--- config.mk ---
export PLATFORM = sky130hd
export DESIGN_NAME = dp_issue_flat
export DESIGN_NICKNAME = d
export VERILOG_FILES = /design/src/rtl/dp_issue_pkg.sv /design/src/rtl/dp_issue_if.sv /design/src/rtl/dp_issue_cond_check.sv /design/src/rtl/dp_issue.sv /design/src/flat_wrapper.sv
export SDC_FILE = /design/constraint.sdc
export NUM_CORES = 1
export LEC_CHECK = 0
export ABC_CLOCK_PERIOD_IN_PS = 11900
export BUFFER_PORTS_ARGS = -buffer_cell sky130_fd_sc_hd__buf_2
export CORE_MARGIN = 5
export CORE_UTILIZATION = 52
export DETAILED_ROUTE_END_ITERATION = 8
export GPL_TIMING_DRIVEN = 0
export PLACE_DENSITY_LB_ADDON = 0.05
export RECOVER_POWER = 25
export SYNTH_ARGS = -nofsm -noshare
export SYNTH_HDL_FRONTEND = slang
export SYNTH_SLANG_ARGS = --single-unit
--- constraint.sdc ---
create_clock -name clk -period 11.9 [get_ports clk]
set_input_delay 1.785 -clock clk [delete_from_list [all_inputs] [get_ports clk]]
set_output_delay 1.785 -clock clk [all_outputs]
set_load 0.02 [all_outputs]
--- src/rtl/dp_issue_pkg.sv ---
// Shared definitions for the data-processing issue controller: opcodes,
// condition codes, shift types, flag-bit positions and FSM encoding.
package dp_defs;

    localparam logic [3:0] OP_AND = 4'd0;
    localparam logic [3:0] OP_EOR = 4'd1;
    localparam logic [3:0] OP_SUB = 4'd2;
    localparam logic [3:0] OP_RSB = 4'd3;
    localparam logic [3:0] OP_ADD = 4'd4;
    localparam logic [3:0] OP_ADC = 4'd5;
    localparam logic [3:0] OP_SBC = 4'd6;
    localparam logic [3:0] OP_RSC = 4'd7;
    localparam logic [3:0] OP_TST = 4'd8;
    localparam logic [3:0] OP_TEQ = 4'd9;
    localparam logic [3:0] OP_CMP = 4'd10;
    localparam logic [3:0] OP_CMN = 4'd11;
    localparam logic [3:0] OP_ORR = 4'd12;
    localparam logic [3:0] OP_MOV = 4'd13;
    localparam logic [3:0] OP_BIC = 4'd14;
    localparam logic [3:0] OP_MVN = 4'd15;

    localparam logic [3:0] CC_EQ = 4'd0;
    localparam logic [3:0] CC_NE = 4'd1;
    localparam logic [3:0] CC_CS = 4'd2;
    localparam logic [3:0] CC_CC = 4'd3;
    localparam logic [3:0] CC_MI = 4'd4;
    localparam logic [3:0] CC_PL = 4'd5;
    localparam logic [3:0] CC_VS = 4'd6;
    localparam logic [3:0] CC_VC = 4'd7;
    localparam logic [3:0] CC_HI = 4'd8;
    localparam logic [3:0] CC_LS = 4'd9;
    localparam logic [3:0] CC_GE = 4'd10;
    localparam logic [3:0] CC_LT = 4'd11;
    localparam logic [3:0] CC_GT = 4'd12;
    localparam logic [3:0] CC_LE = 4'd13;
    localparam logic [3:0] CC_AL = 4'd14;
    localparam logic [3:0] CC_NV = 4'd15;

    localparam logic [1:0] SH_LSL = 2'd0;
    localparam logic [1:0] SH_LSR = 2'd1;
    localparam logic [1:0] SH_ASR = 2'd2;
    localparam logic [1:0] SH_ROR = 2'd3;

    localparam int N_BIT = 3;
    localparam int Z_BIT = 2;
    localparam int C_BIT = 1;
    localparam int V_BIT = 0;

    typedef enum logic [2:0] {
        ST_IDLE,
        ST_READ,
        ST_ISSUE,
        ST_WAIT,
        ST_WB
    } state_t;

    // TST/TEQ/CMP/CMN occupy 8..11 and only produce flags.
    function automatic logic writes_rd(input logic [3:0] opc);
        return opc[3:2] != 2'b10;
    endfunction

endpackage

--- src/rtl/dp_issue_if.sv ---
// Instruction handshake, register-file ports and op-unit bus of dp_issue.
interface dp_issue_if;
    logic        in_valid;
    logic [31:0] in_instr;
    logic        in_ready;
    logic [3:0]  rf_raddr_a;
    logic [3:0]  rf_raddr_b;
    logic [31:0] rf_rdata_a;
    logic [31:0] rf_rdata_b;
    logic        rf_we;
    logic [3:0]  rf_waddr;
    logic [31:0] rf_wdata;
    logic [15:0] en_op;
    logic        op_imm;
    logic        op_s;
    logic [31:0] op_rn;
    logic [31:0] op_rm;
    logic [11:0] op_imm_operand;
    logic [4:0]  op_imm_shift;
    logic [1:0]  op_stype;
    logic        op_carry_in;
    logic        op_zero_in;
    logic        op_neg_in;
    logic [31:0] op_rd;
    logic        op_carry;
    logic        op_zero;
    logic        op_neg;
    logic [3:0]  flags;
    logic        skipped;
    logic        err;

    modport slave (
        input  in_valid, in_instr, rf_rdata_a, rf_rdata_b,
               op_rd, op_carry, op_zero, op_neg,
        output in_ready, rf_raddr_a, rf_raddr_b, rf_we, rf_waddr, rf_wdata,
               en_op, op_imm, op_s, op_rn, op_rm, op_imm_operand,
               op_imm_shift, op_stype, op_carry_in, op_zero_in, op_neg_in,
               flags, skipped, err
    );

    modport master (
        output in_valid, in_instr, rf_rdata_a, rf_rdata_b,
               op_rd, op_carry, op_zero, op_neg,
        input  in_ready, rf_raddr_a, rf_raddr_b, rf_we, rf_waddr, rf_wdata,
               en_op, op_imm, op_s, op_rn, op_rm, op_imm_operand,
               op_imm_shift, op_stype, op_carry_in, op_zero_in, op_neg_in,
               flags, skipped, err
    );
endinterface

--- src/rtl/dp_issue_cond_check.sv ---
// Condition-code evaluation over NZCV; cond 1111 never passes.
module cond_check
    import dp_defs::*;
(
    input  logic [3:0] cond,
    input  logic [3:0] nzcv,
    output logic       pass
);
    logic n, z, c, v;

    assign n = nzcv[N_BIT];
    assign z = nzcv[Z_BIT];
    assign c = nzcv[C_BIT];
    assign v = nzcv[V_BIT];

    always_comb begin
        pass = 1'b0;
        case (cond)
            CC_EQ: pass = z;
            CC_NE: pass = ~z;
            CC_CS: pass = c;
            CC_CC: pass = ~c;
            CC_MI: pass = n;
            CC_PL: pass = ~n;
            CC_VS: pass = v;
            CC_VC: pass = ~v;
            CC_HI: pass = c & ~z;
            CC_LS: pass = ~c | z;
            CC_GE: pass = (n == v);
            CC_LT: pass = (n != v);
            CC_GT: pass = ~z & (n == v);
            CC_LE: pass = z | (n != v);
            CC_AL: pass = 1'b1;
            default: pass = 1'b0;
        endcase
    end
endmodule

--- src/rtl/dp_issue.sv ---
// Sequential issue/writeback controller: decode, condition check, operand
// read, op-unit launch, result wait and Rd/NZCV writeback.
module dp_issue
    import dp_defs::*;
#(
    parameter int RESULT_LAT = 1
) (
    input logic       clk,
    input logic       rst,
    dp_issue_if.slave bus
);
    state_t      st;
    logic [31:0] ir;
    logic [3:0]  cnt;
    logic [3:0]  opc;
    logic        wr, upd, undef, pass;

    assign opc = ir[24:21];
    assign wr  = writes_rd(opc);
    assign upd = ir[20] | ~wr;
    assign undef = (ir[27:26] != 2'b00) | (~ir[25] & ir[4]) |
                   (ir[31:28] == CC_NV) | (wr & (ir[15:12] == 4'hF));

    // Addresses come straight from the latched word; read data is combinational.
    assign bus.rf_raddr_a = ir[19:16];
    assign bus.rf_raddr_b = ir[3:0];

    cond_check u_cond (
        .cond (ir[31:28]),
        .nzcv (bus.flags),
        .pass (pass)
    );

    always_ff @(posedge clk or posedge rst) begin
        if (rst) begin
            st                 <= ST_IDLE;
            ir                 <= '0;
            cnt                <= '0;
            bus.in_ready       <= 1'b1;
            bus.rf_we          <= 1'b0;
            bus.rf_waddr       <= '0;
            bus.rf_wdata       <= '0;
            bus.en_op          <= '0;
            bus.op_imm         <= 1'b0;
            bus.op_s           <= 1'b0;
            bus.op_rn          <= '0;
            bus.op_rm          <= '0;
            bus.op_imm_operand <= '0;
            bus.op_imm_shift   <= '0;
            bus.op_stype       <= '0;
            bus.op_carry_in    <= 1'b0;
            bus.op_zero_in     <= 1'b0;
            bus.op_neg_in      <= 1'b0;
            bus.flags          <= '0;
            bus.skipped        <= 1'b0;
            bus.err            <= 1'b0;
        end else begin
            bus.rf_we   <= 1'b0;
            bus.skipped <= 1'b0;
            bus.err     <= 1'b0;
            case (st)
                ST_IDLE: begin
                    if (bus.in_valid) begin
                        ir           <= bus.in_instr;
                        bus.in_ready <= 1'b0;
                        st           <= ST_READ;
                    end
                end
                ST_READ: begin
                    bus.op_imm         <= ir[25];
                    bus.op_s           <= ir[20];
                    bus.op_rn          <= bus.rf_rdata_a;
                    bus.op_rm          <= bus.rf_rdata_b;
                    bus.op_imm_operand <= ir[11:0];
                    bus.op_imm_shift   <= ir[11:7];
                    bus.op_stype       <= ir[6:5];
                    bus.op_carry_in    <= bus.flags[C_BIT];
                    bus.op_zero_in     <= bus.flags[Z_BIT];
                    bus.op_neg_in      <= bus.flags[N_BIT];
                    bus.rf_waddr       <= ir[15:12];
                    if (undef) begin
                        bus.err      <= 1'b1;
                        bus.in_ready <= 1'b1;
                        st           <= ST_IDLE;
                    end else if (!pass) begin
                        bus.skipped  <= 1'b1;
                        bus.in_ready <= 1'b1;
                        st           <= ST_IDLE;
                    end else begin
                        bus.en_op <= 16'b1 << opc;
                        st        <= ST_ISSUE;
                    end
                end
                ST_ISSUE: begin
                    cnt <= 4'(RESULT_LAT - 1);
                    st  <= ST_WAIT;
                end
                ST_WAIT: begin
                    if (cnt == 4'd0) begin
                        // Results land in WB together with the strobe and flag update.
                        bus.en_op    <= '0;
                        bus.rf_we    <= wr;
                        bus.rf_wdata <= bus.op_rd;
                        if (upd) begin
                            bus.flags[N_BIT] <= bus.op_neg;
                            bus.flags[Z_BIT] <= bus.op_zero;
                            bus.flags[C_BIT] <= bus.op_carry;
                        end
                        st <= ST_WB;
                    end else begin
                        cnt <= cnt - 4'd1;
                    end
                end
                ST_WB: begin
                    bus.in_ready <= 1'b1;
                    st           <= ST_IDLE;
                end
                default: st <= ST_IDLE;
            endcase
        end
    end
endmodule

--- src/flat_wrapper.sv ---
// flat-port wrapper written by rule: the top's interface ports become plain ports
module dp_issue_flat import dp_defs::*;
#(
    parameter int RESULT_LAT = 1
)
  (clk, rst, bus_in_valid, bus_in_instr, bus_rf_rdata_a, bus_rf_rdata_b, bus_op_rd, bus_op_carry, bus_op_zero, bus_op_neg, bus_in_ready, bus_rf_raddr_a, bus_rf_raddr_b, bus_rf_we, bus_rf_waddr, bus_rf_wdata, bus_en_op, bus_op_imm, bus_op_s, bus_op_rn, bus_op_rm, bus_op_imm_operand, bus_op_imm_shift, bus_op_stype, bus_op_carry_in, bus_op_zero_in, bus_op_neg_in, bus_flags, bus_skipped, bus_err);
  dp_issue_if bus_i ();
  input logic clk;
  input logic rst;
  input wire logic [$bits(bus_i.in_valid)-1:0] bus_in_valid;
  input wire logic [$bits(bus_i.in_instr)-1:0] bus_in_instr;
  input wire logic [$bits(bus_i.rf_rdata_a)-1:0] bus_rf_rdata_a;
  input wire logic [$bits(bus_i.rf_rdata_b)-1:0] bus_rf_rdata_b;
  input wire logic [$bits(bus_i.op_rd)-1:0] bus_op_rd;
  input wire logic [$bits(bus_i.op_carry)-1:0] bus_op_carry;
  input wire logic [$bits(bus_i.op_zero)-1:0] bus_op_zero;
  input wire logic [$bits(bus_i.op_neg)-1:0] bus_op_neg;
  output wire logic [$bits(bus_i.in_ready)-1:0] bus_in_ready;
  output wire logic [$bits(bus_i.rf_raddr_a)-1:0] bus_rf_raddr_a;
  output wire logic [$bits(bus_i.rf_raddr_b)-1:0] bus_rf_raddr_b;
  output wire logic [$bits(bus_i.rf_we)-1:0] bus_rf_we;
  output wire logic [$bits(bus_i.rf_waddr)-1:0] bus_rf_waddr;
  output wire logic [$bits(bus_i.rf_wdata)-1:0] bus_rf_wdata;
  output wire logic [$bits(bus_i.en_op)-1:0] bus_en_op;
  output wire logic [$bits(bus_i.op_imm)-1:0] bus_op_imm;
  output wire logic [$bits(bus_i.op_s)-1:0] bus_op_s;
  output wire logic [$bits(bus_i.op_rn)-1:0] bus_op_rn;
  output wire logic [$bits(bus_i.op_rm)-1:0] bus_op_rm;
  output wire logic [$bits(bus_i.op_imm_operand)-1:0] bus_op_imm_operand;
  output wire logic [$bits(bus_i.op_imm_shift)-1:0] bus_op_imm_shift;
  output wire logic [$bits(bus_i.op_stype)-1:0] bus_op_stype;
  output wire logic [$bits(bus_i.op_carry_in)-1:0] bus_op_carry_in;
  output wire logic [$bits(bus_i.op_zero_in)-1:0] bus_op_zero_in;
  output wire logic [$bits(bus_i.op_neg_in)-1:0] bus_op_neg_in;
  output wire logic [$bits(bus_i.flags)-1:0] bus_flags;
  output wire logic [$bits(bus_i.skipped)-1:0] bus_skipped;
  output wire logic [$bits(bus_i.err)-1:0] bus_err;
  assign bus_i.in_valid = bus_in_valid;
  assign bus_i.in_instr = bus_in_instr;
  assign bus_i.rf_rdata_a = bus_rf_rdata_a;
  assign bus_i.rf_rdata_b = bus_rf_rdata_b;
  assign bus_i.op_rd = bus_op_rd;
  assign bus_i.op_carry = bus_op_carry;
  assign bus_i.op_zero = bus_op_zero;
  assign bus_i.op_neg = bus_op_neg;
  assign bus_in_ready = bus_i.in_ready;
  assign bus_rf_raddr_a = bus_i.rf_raddr_a;
  assign bus_rf_raddr_b = bus_i.rf_raddr_b;
  assign bus_rf_we = bus_i.rf_we;
  assign bus_rf_waddr = bus_i.rf_waddr;
  assign bus_rf_wdata = bus_i.rf_wdata;
  assign bus_en_op = bus_i.en_op;
  assign bus_op_imm = bus_i.op_imm;
  assign bus_op_s = bus_i.op_s;
  assign bus_op_rn = bus_i.op_rn;
  assign bus_op_rm = bus_i.op_rm;
  assign bus_op_imm_operand = bus_i.op_imm_operand;
  assign bus_op_imm_shift = bus_i.op_imm_shift;
  assign bus_op_stype = bus_i.op_stype;
  assign bus_op_carry_in = bus_i.op_carry_in;
  assign bus_op_zero_in = bus_i.op_zero_in;
  assign bus_op_neg_in = bus_i.op_neg_in;
  assign bus_flags = bus_i.flags;
  assign bus_skipped = bus_i.skipped;
  assign bus_err = bus_i.err;
  dp_issue #(.RESULT_LAT(RESULT_LAT)) u_core (.clk(clk), .rst(rst), .bus(bus_i));
endmodule
## Word level (Yosys, flattened, before mapping)

Index checks and enable logic that the tools add are counted.

- Add/sub/neg operators: 1
- Equal/unequal tests: 29
- Shifts and indexed selects: 1
- Mux-type cells: 23
- Bitwise gates (word level): 16
- Reduce and logical (&&, ||, !) cells: 14

Operators by type and width:

| kind | count |
|---|---|
| 16-bit two-way mux | 3 |
| 4-bit equality test, second input constant | 9 |
| 16-bit case mux with 2 select lines | 1 |
| 4-bit by 3-bit equality test with 1-bit output, second input constant | 4 |
| 1-bit by 4-bit << shifter with 16-bit output, first input constant | 1 |
| 1-bit case mux with 15 select lines | 1 |
| 3-bit case mux with 4 select lines | 1 |
| 1-bit two-way mux | 10 |
| 3-bit two-way mux | 3 |
| 4-bit by 2-bit equality test with 1-bit output, second input constant | 2 |
| 4-bit logical NOT | 2 |
| 2-bit != test, second input constant | 4 |
| 4-bit case mux with 2 select lines | 1 |
| 2-bit AND reduction | 4 |
| 3-bit by 2-bit equality test with 1-bit output, second input constant | 2 |
| 1-bit NOT | 6 |
| 1-bit bitwise OR | 6 |
| 3-bit AND reduction | 2 |
| 2-bit nonzero test | 3 |
| 1-bit AND | 4 |
| 4-bit by 1-bit equality test with 1-bit output, second input constant | 1 |
| 4-bit two-way mux | 1 |
| 2-bit by 1-bit != test with 1-bit output, second input constant | 2 |
| 4-bit AND reduction | 1 |
| other kinds (10) | 10 |

- Register bits after elaboration: 186
- Input port bits: 134
- Output and inout port bits: 156
- Logic and storage cells: 105

## Logic depth before layout (Yosys ltp)

- Depth after elaboration: 7
- Depth in mapped cells: 9
- Depth with buffers taken out: 7

## Modules after synthesis

A second synthesis with hierarchy kept.

- Cell total of the unflattened synthesis: 675
- Area total of the unflattened synthesis: 7,332.0 um2

By module, submodules not included:

| module | instances | cells an instance | area an instance (um2) | sequential area each (um2) |
|---|---|---|---|---|
| dp_issue | 1 | 647 | 7,138.1 | 4,480.5 |
| cond_check | 1 | 28 | 193.9 | 0.0 |

## Least setup slack after synthesis

No wires, ideal clock.

- Path kind: in2reg
- From: input bus_in_valid
- To: register u_core.ir[0]
- Library setup time: 125 ps
- Data arrival time: 2,844 ps
- Data required time: 11,775 ps
- Path slack: 8,931 ps
- Stages: 3
- Buffers on the path: 1
- Cells stage by stage: nor4b_2 buf_2 mux2_2

- Word-level cells in the longest chain between the ends: 1

RTL lines:

| what | RTL line | source |
|---|---|---|
| from (decl) | flat_wrapper.sv:10 | `input wire logic [$bits(bus_i.in_valid)-1:0] bus_in_valid;` |
| 2-bit AND reduction (no source line) | - |  |
| to (signal assigned) | dp_issue.sv:64 | `ir <= bus.in_instr;` |
| to (decl) | dp_issue.sv:13 | `logic [31:0] ir;` |

Every way passes these cells.
A chain may end at the register's enable or synchronous reset.

==> results.txt <==
STA classifies the critical path startpoint as a primary input. In this run the clock root is driven by a clkbuf_16. After synthesis, the share of cell area in mux cells is 21.16%. After technology mapping, the gate count stands at 549. In this run the remaining antenna-violating nets after routing total 0. The start of the worst register-to-register path is u_core.st[1].

The part of the total power dissipated in combinational logic was 42.6%; the number of fill cells was 1005. The worst setup path is captured at an async pin. The synthesized design contains 0 enable-type register cells. The largest fanout of any net on the critical path is 94.

After synthesis, the largest family of logic cells by area is multiplexers. Top cell family by delay on the critical path: buffers and inverters. Setup total negative slack on the finished layout was measured at 0 ns. The maximum buffer depth of the clock tree is 2, and the net switching power of the design is 1.135 mW. After routing the design area is 9464 sq um.

The endpoint identified for the worst register-to-register timing path is u_core.bus.rf_waddr[0]. The share of layout cells above drive strength 1 was 53.22%. Power density over the cells: 315.7 nW/um^2.

For the worst setup path, the data required time is 11.71 ns. Relative to the synthesized area, the layout overhead comes to 32.63%. The core region is 13350 sq um.

For the worst flop-to-flop path, the logic depth is 5. The global-route total usage across every layer is 21.78%. The internal portion of the total power is 1.853 mW.

The worst path in the final design needs a cycle of 4.452 ns, including I/O delays and setup. The via count was 5176. Setup repair after global routing left no endpoint under its margin. The flow ran to the end, but the final reports show violations. For the count of maximum capacitance violations, the log shows 1. The slew at the pin closest to its max-slew limit came out at 4.132 ns.

In this run the post-CTS setup repair buffer count came out at 0. Critical setup path kind: in -> async. For the number of H-tree levels, the log shows 4.

Summing every instance area after synthesis gives 7136 sq um. The startpoint identified for the worst hold timing path is u_core.bus.rf_wdata[27]. At the end of routability-driven placement, the weighted congestion stood at 0.7991. The wire length of the first global-routing pass came out at 27900 um. The CTS buffer count was 17.

XOR/XNOR share of the synthesized area: 0.4910%. The maximum cell stage delay along the critical path was 2.31 ns. In this run the count of I/O pins placed on the die edge is 290.

In this run the register-to-register setup slack is 8.96 ns. The final number of hold-violating endpoints was 0. The count of inserted antenna diode cells came out at 0. In this run, the number of DRC markers left after iteration 0 of detailed routing was 267. The worst clock skew is 0.005059 ns.

Pre-CTS setup slack: 8.512 ns. The path with the worst hold slack has its endpoint at u_core.bus.rf_wdata[27]. The switching share of power works out to 37.99%.

Among all stages on the critical path, the largest delay is contributed by clkinvlp_2. Dividing the final minimum period by the clock period gives 37.41%. The maximum number of pins on one net before global-route repair is 95. The die boundary width was 127.1 um.

Input and output buffers added on the ports amount to 288. The clock slew seen by the registers of the worst setup and hold paths was 0.06 ns. Number of global-route vias before repair: 5588. After detailed routing, the number of vias per cell comes to 4.948. The run gives 94 as the count of pins over their slew limit.

The part of the power in registers is 36.4%, and the buffers plus inverters on the worst setup path is 2. The worst hold path passes through 2 cells. In this run the cell area measured after placement is 8832 sq um. The setup-violating endpoint count in the final report is 0. After detailed routing, the average wire length per cell comes to 16.34 um. Sequential elements use 62.79% of the synthesized area. Traced cell by cell, the critical path runs through buf_2, clkinvlp_2. Summing the areas of all compound-gate instances in the mapped netlist gives 1.490% of the synthesized area. Among all flip-flop cells after synthesis, the most frequent one is dfrtp_1. The detailed-route DRC error count was 0.

In the post-route analysis, the smallest setup slack over all paths is 7.448 ns. Global routing finished with a remaining overflow of 0. In this run, synthesis produced a sequential element count of 179.

Each instance of the synthesized netlist takes up on average 13.00 sq um. The floorplan row count is 42, and the share of flip-flops with an asynchronous set or reset after synthesis is 100.0%. The tree built by TritonCTS fans out to 179 sinks.

At the later pin of the worst-skew pair, clock insertion delay measures 0.42 ns. The total iterations of the first detailed-routing run was 4; the static leakage power was 4.839 nW. For this configuration, the core starts out at a cell density of 53.46%. The initial antenna violation count is 0. Synthesis instantiated 40 different standard cells from the library. The post-cts repair resize count is 0. At the worst endpoint, the arrival time is 4.26 ns. The number of buffers added to fix hold violations after cts is 0. The area fraction in and, or, nand and nor cells after synthesis was 9.960%. The path class of the tightest hold or removal check is reg -> reg. The die footprint was 16160 sq um. The die height came out at 127.1 um.

TritonCTS built the clock tree. The total power draw is 2.988 mW, and the peak supply drop is 0.0001966 V. After the last flow step, the layout net total stands at 993. The final wirelength came out at 17090 um. The final reports fail on capacitance limit, slew limit.

Static timing analysis puts the maximum clock frequency at 224.6 MHz. Of the total synthesized cell area, the portion taken by full adders, half adders and majority gates is 0.3507%. The clock network accounts for 21.0% of the total power. Headroom to the max-slew limit came out at -177.0%.

The count of warnings emitted by yosys is 1, and the number of nets produced by synthesis is 685. The wire-length estimate of the detail-placed layout is 13060 um.
worst reg2reg max path: cells and delay by family (launching register included):
kind	cells	cell delay (ns)
muxes	1	0.40
DFF	1	0.35
buffers and inverters	3	1.15
and+or+nand+nor	1	0.92
placed cells by master, fill, tap and decap left out, types with 2 or more instances in the layout:
cell type,n
bufinv_16,6
mux2i_1,17
clkbuf_16,17
mux2_1,5
nor3_1,2
buf_4,16
nand2_1,130
nor2_1,5
buf_2,295
nand4_1,2
or3b_1,2
mux2_2,114
clkbuf_1,18
nand3_1,9
xnor2_1,3
dfrtp_1,178
ha_1,2
clkinv_2,4
inv_1,4
nor2b_1,6
clkinv_4,3
o21ai_0,5
a211oi_1,2
sequential cells by signal (all words and copies together) (netlist names), 3 cells and up:
register,flops
u_core.bus.op_rm,32
u_core.bus.op_rn,32
u_core.bus.rf_wdata,32
u_core.ir,32
u_core.bus.en_op,16
u_core.bus.op_imm_operand,7
u_core.bus.op_imm_shift,4
u_core.bus.rf_waddr,4
u_core.cnt,4
u_core.bus.flags,3
u_core.st,3
final cells by class:
cell class,instances,area (sq um),area share [%]
inverter,6,23.77,0.2512
tap,176,220.2,2.327
timing repair buffer,289,1469,15.52
clock buffer,18,439.2,4.640
sequential,179,4481,47.34
clock inverter,14,234.0,2.472
buffer,41,222.7,2.353
multi-input combinational,323,2375,25.09
cell usage after synthesis (3+ instances only):
master    number  area [sq um]
mux2_1         5         56.30
nor2b_1        6         37.54
nand3_1        9         45.04
dfrtp_1      178          4454
xnor2_1        3         26.28
buf_2         10         50.05
inv_1          5         18.77
buf_4         16         120.1
o21ai_0        5         25.02
nand2_1      130         488.0
mux2i_1       17         170.2
nor2_1         5         18.77
clkbuf_1      13         48.80
mux2_2       114          1284
worst max-delay path by stage:
stage | from | endpoint | slack (ns) | cells after the start
floorplan | rst | u_core.bus.en_op[0] | 5.26 | 1
global placement | rst | u_core.bus.op_rn[16] | 3.62 | 2
detailed placement | bus_in_valid | u_core.ir[18] | 8.51 | 4
CTS | bus_in_valid | u_core.ir[30] | 8.95 | 4
global route | rst | u_core.ir[13] | 6.65 | 2
finish | rst | u_core.bus.op_rm[28] | 7.45 | 2
cells by family after synthesis:
| kind of cell | after synthesis |
|---|---|
| DFF | 179 |
| and+or+nand+nor | 165 |
| muxes | 136 |
| buffers and inverters | 47 |
| AOI/OAI and AO/OA | 15 |
| xor gates and xnor gates | 4 |
| adders and majority gates | 2 |
| other | 1 |
metrics by stage:
step | hold slack (ns) | cells | util [%]
after detailed placement | 0.4605 | 1014 | 66.17
after floorplan | 0.4522 | 549 | -
final | 0.4733 | 1046 | 70.90
after global routing | 0.5049 | 1046 | 70.90
after CTS | 0.4767 | 1046 | 71.21
after global placement | 0.4533 | 1013 | 65.91
power by group through the flow:
stage	registers, mW	clock network [mW]	logic, mW
3_3_place_gp	1.07	0	1.27
5_1_grt	1.13	0.665	1.38
3_5_place_dp	1.10	0	1.30
4_1_cts	1.09	0.638	1.30
6_report	1.09	0.627	1.27
2_1_floorplan	1.37	0	0.572
metal layers:
| layer | GRT usage (%) | vias up | routed length, um |
|---|---|---|---|
| li1 | - | 2446 | - |
| met1 | 26.33 | 2491 | 6583 |
| met2 | 36.58 | 214 | 8504 |
| met3 | 7.596 | 25 | 1668 |
| met4 | 7.445 | 0 | 331 |
| met5 | 0 | - | 0 |
(Power assumes the default switching activity.)
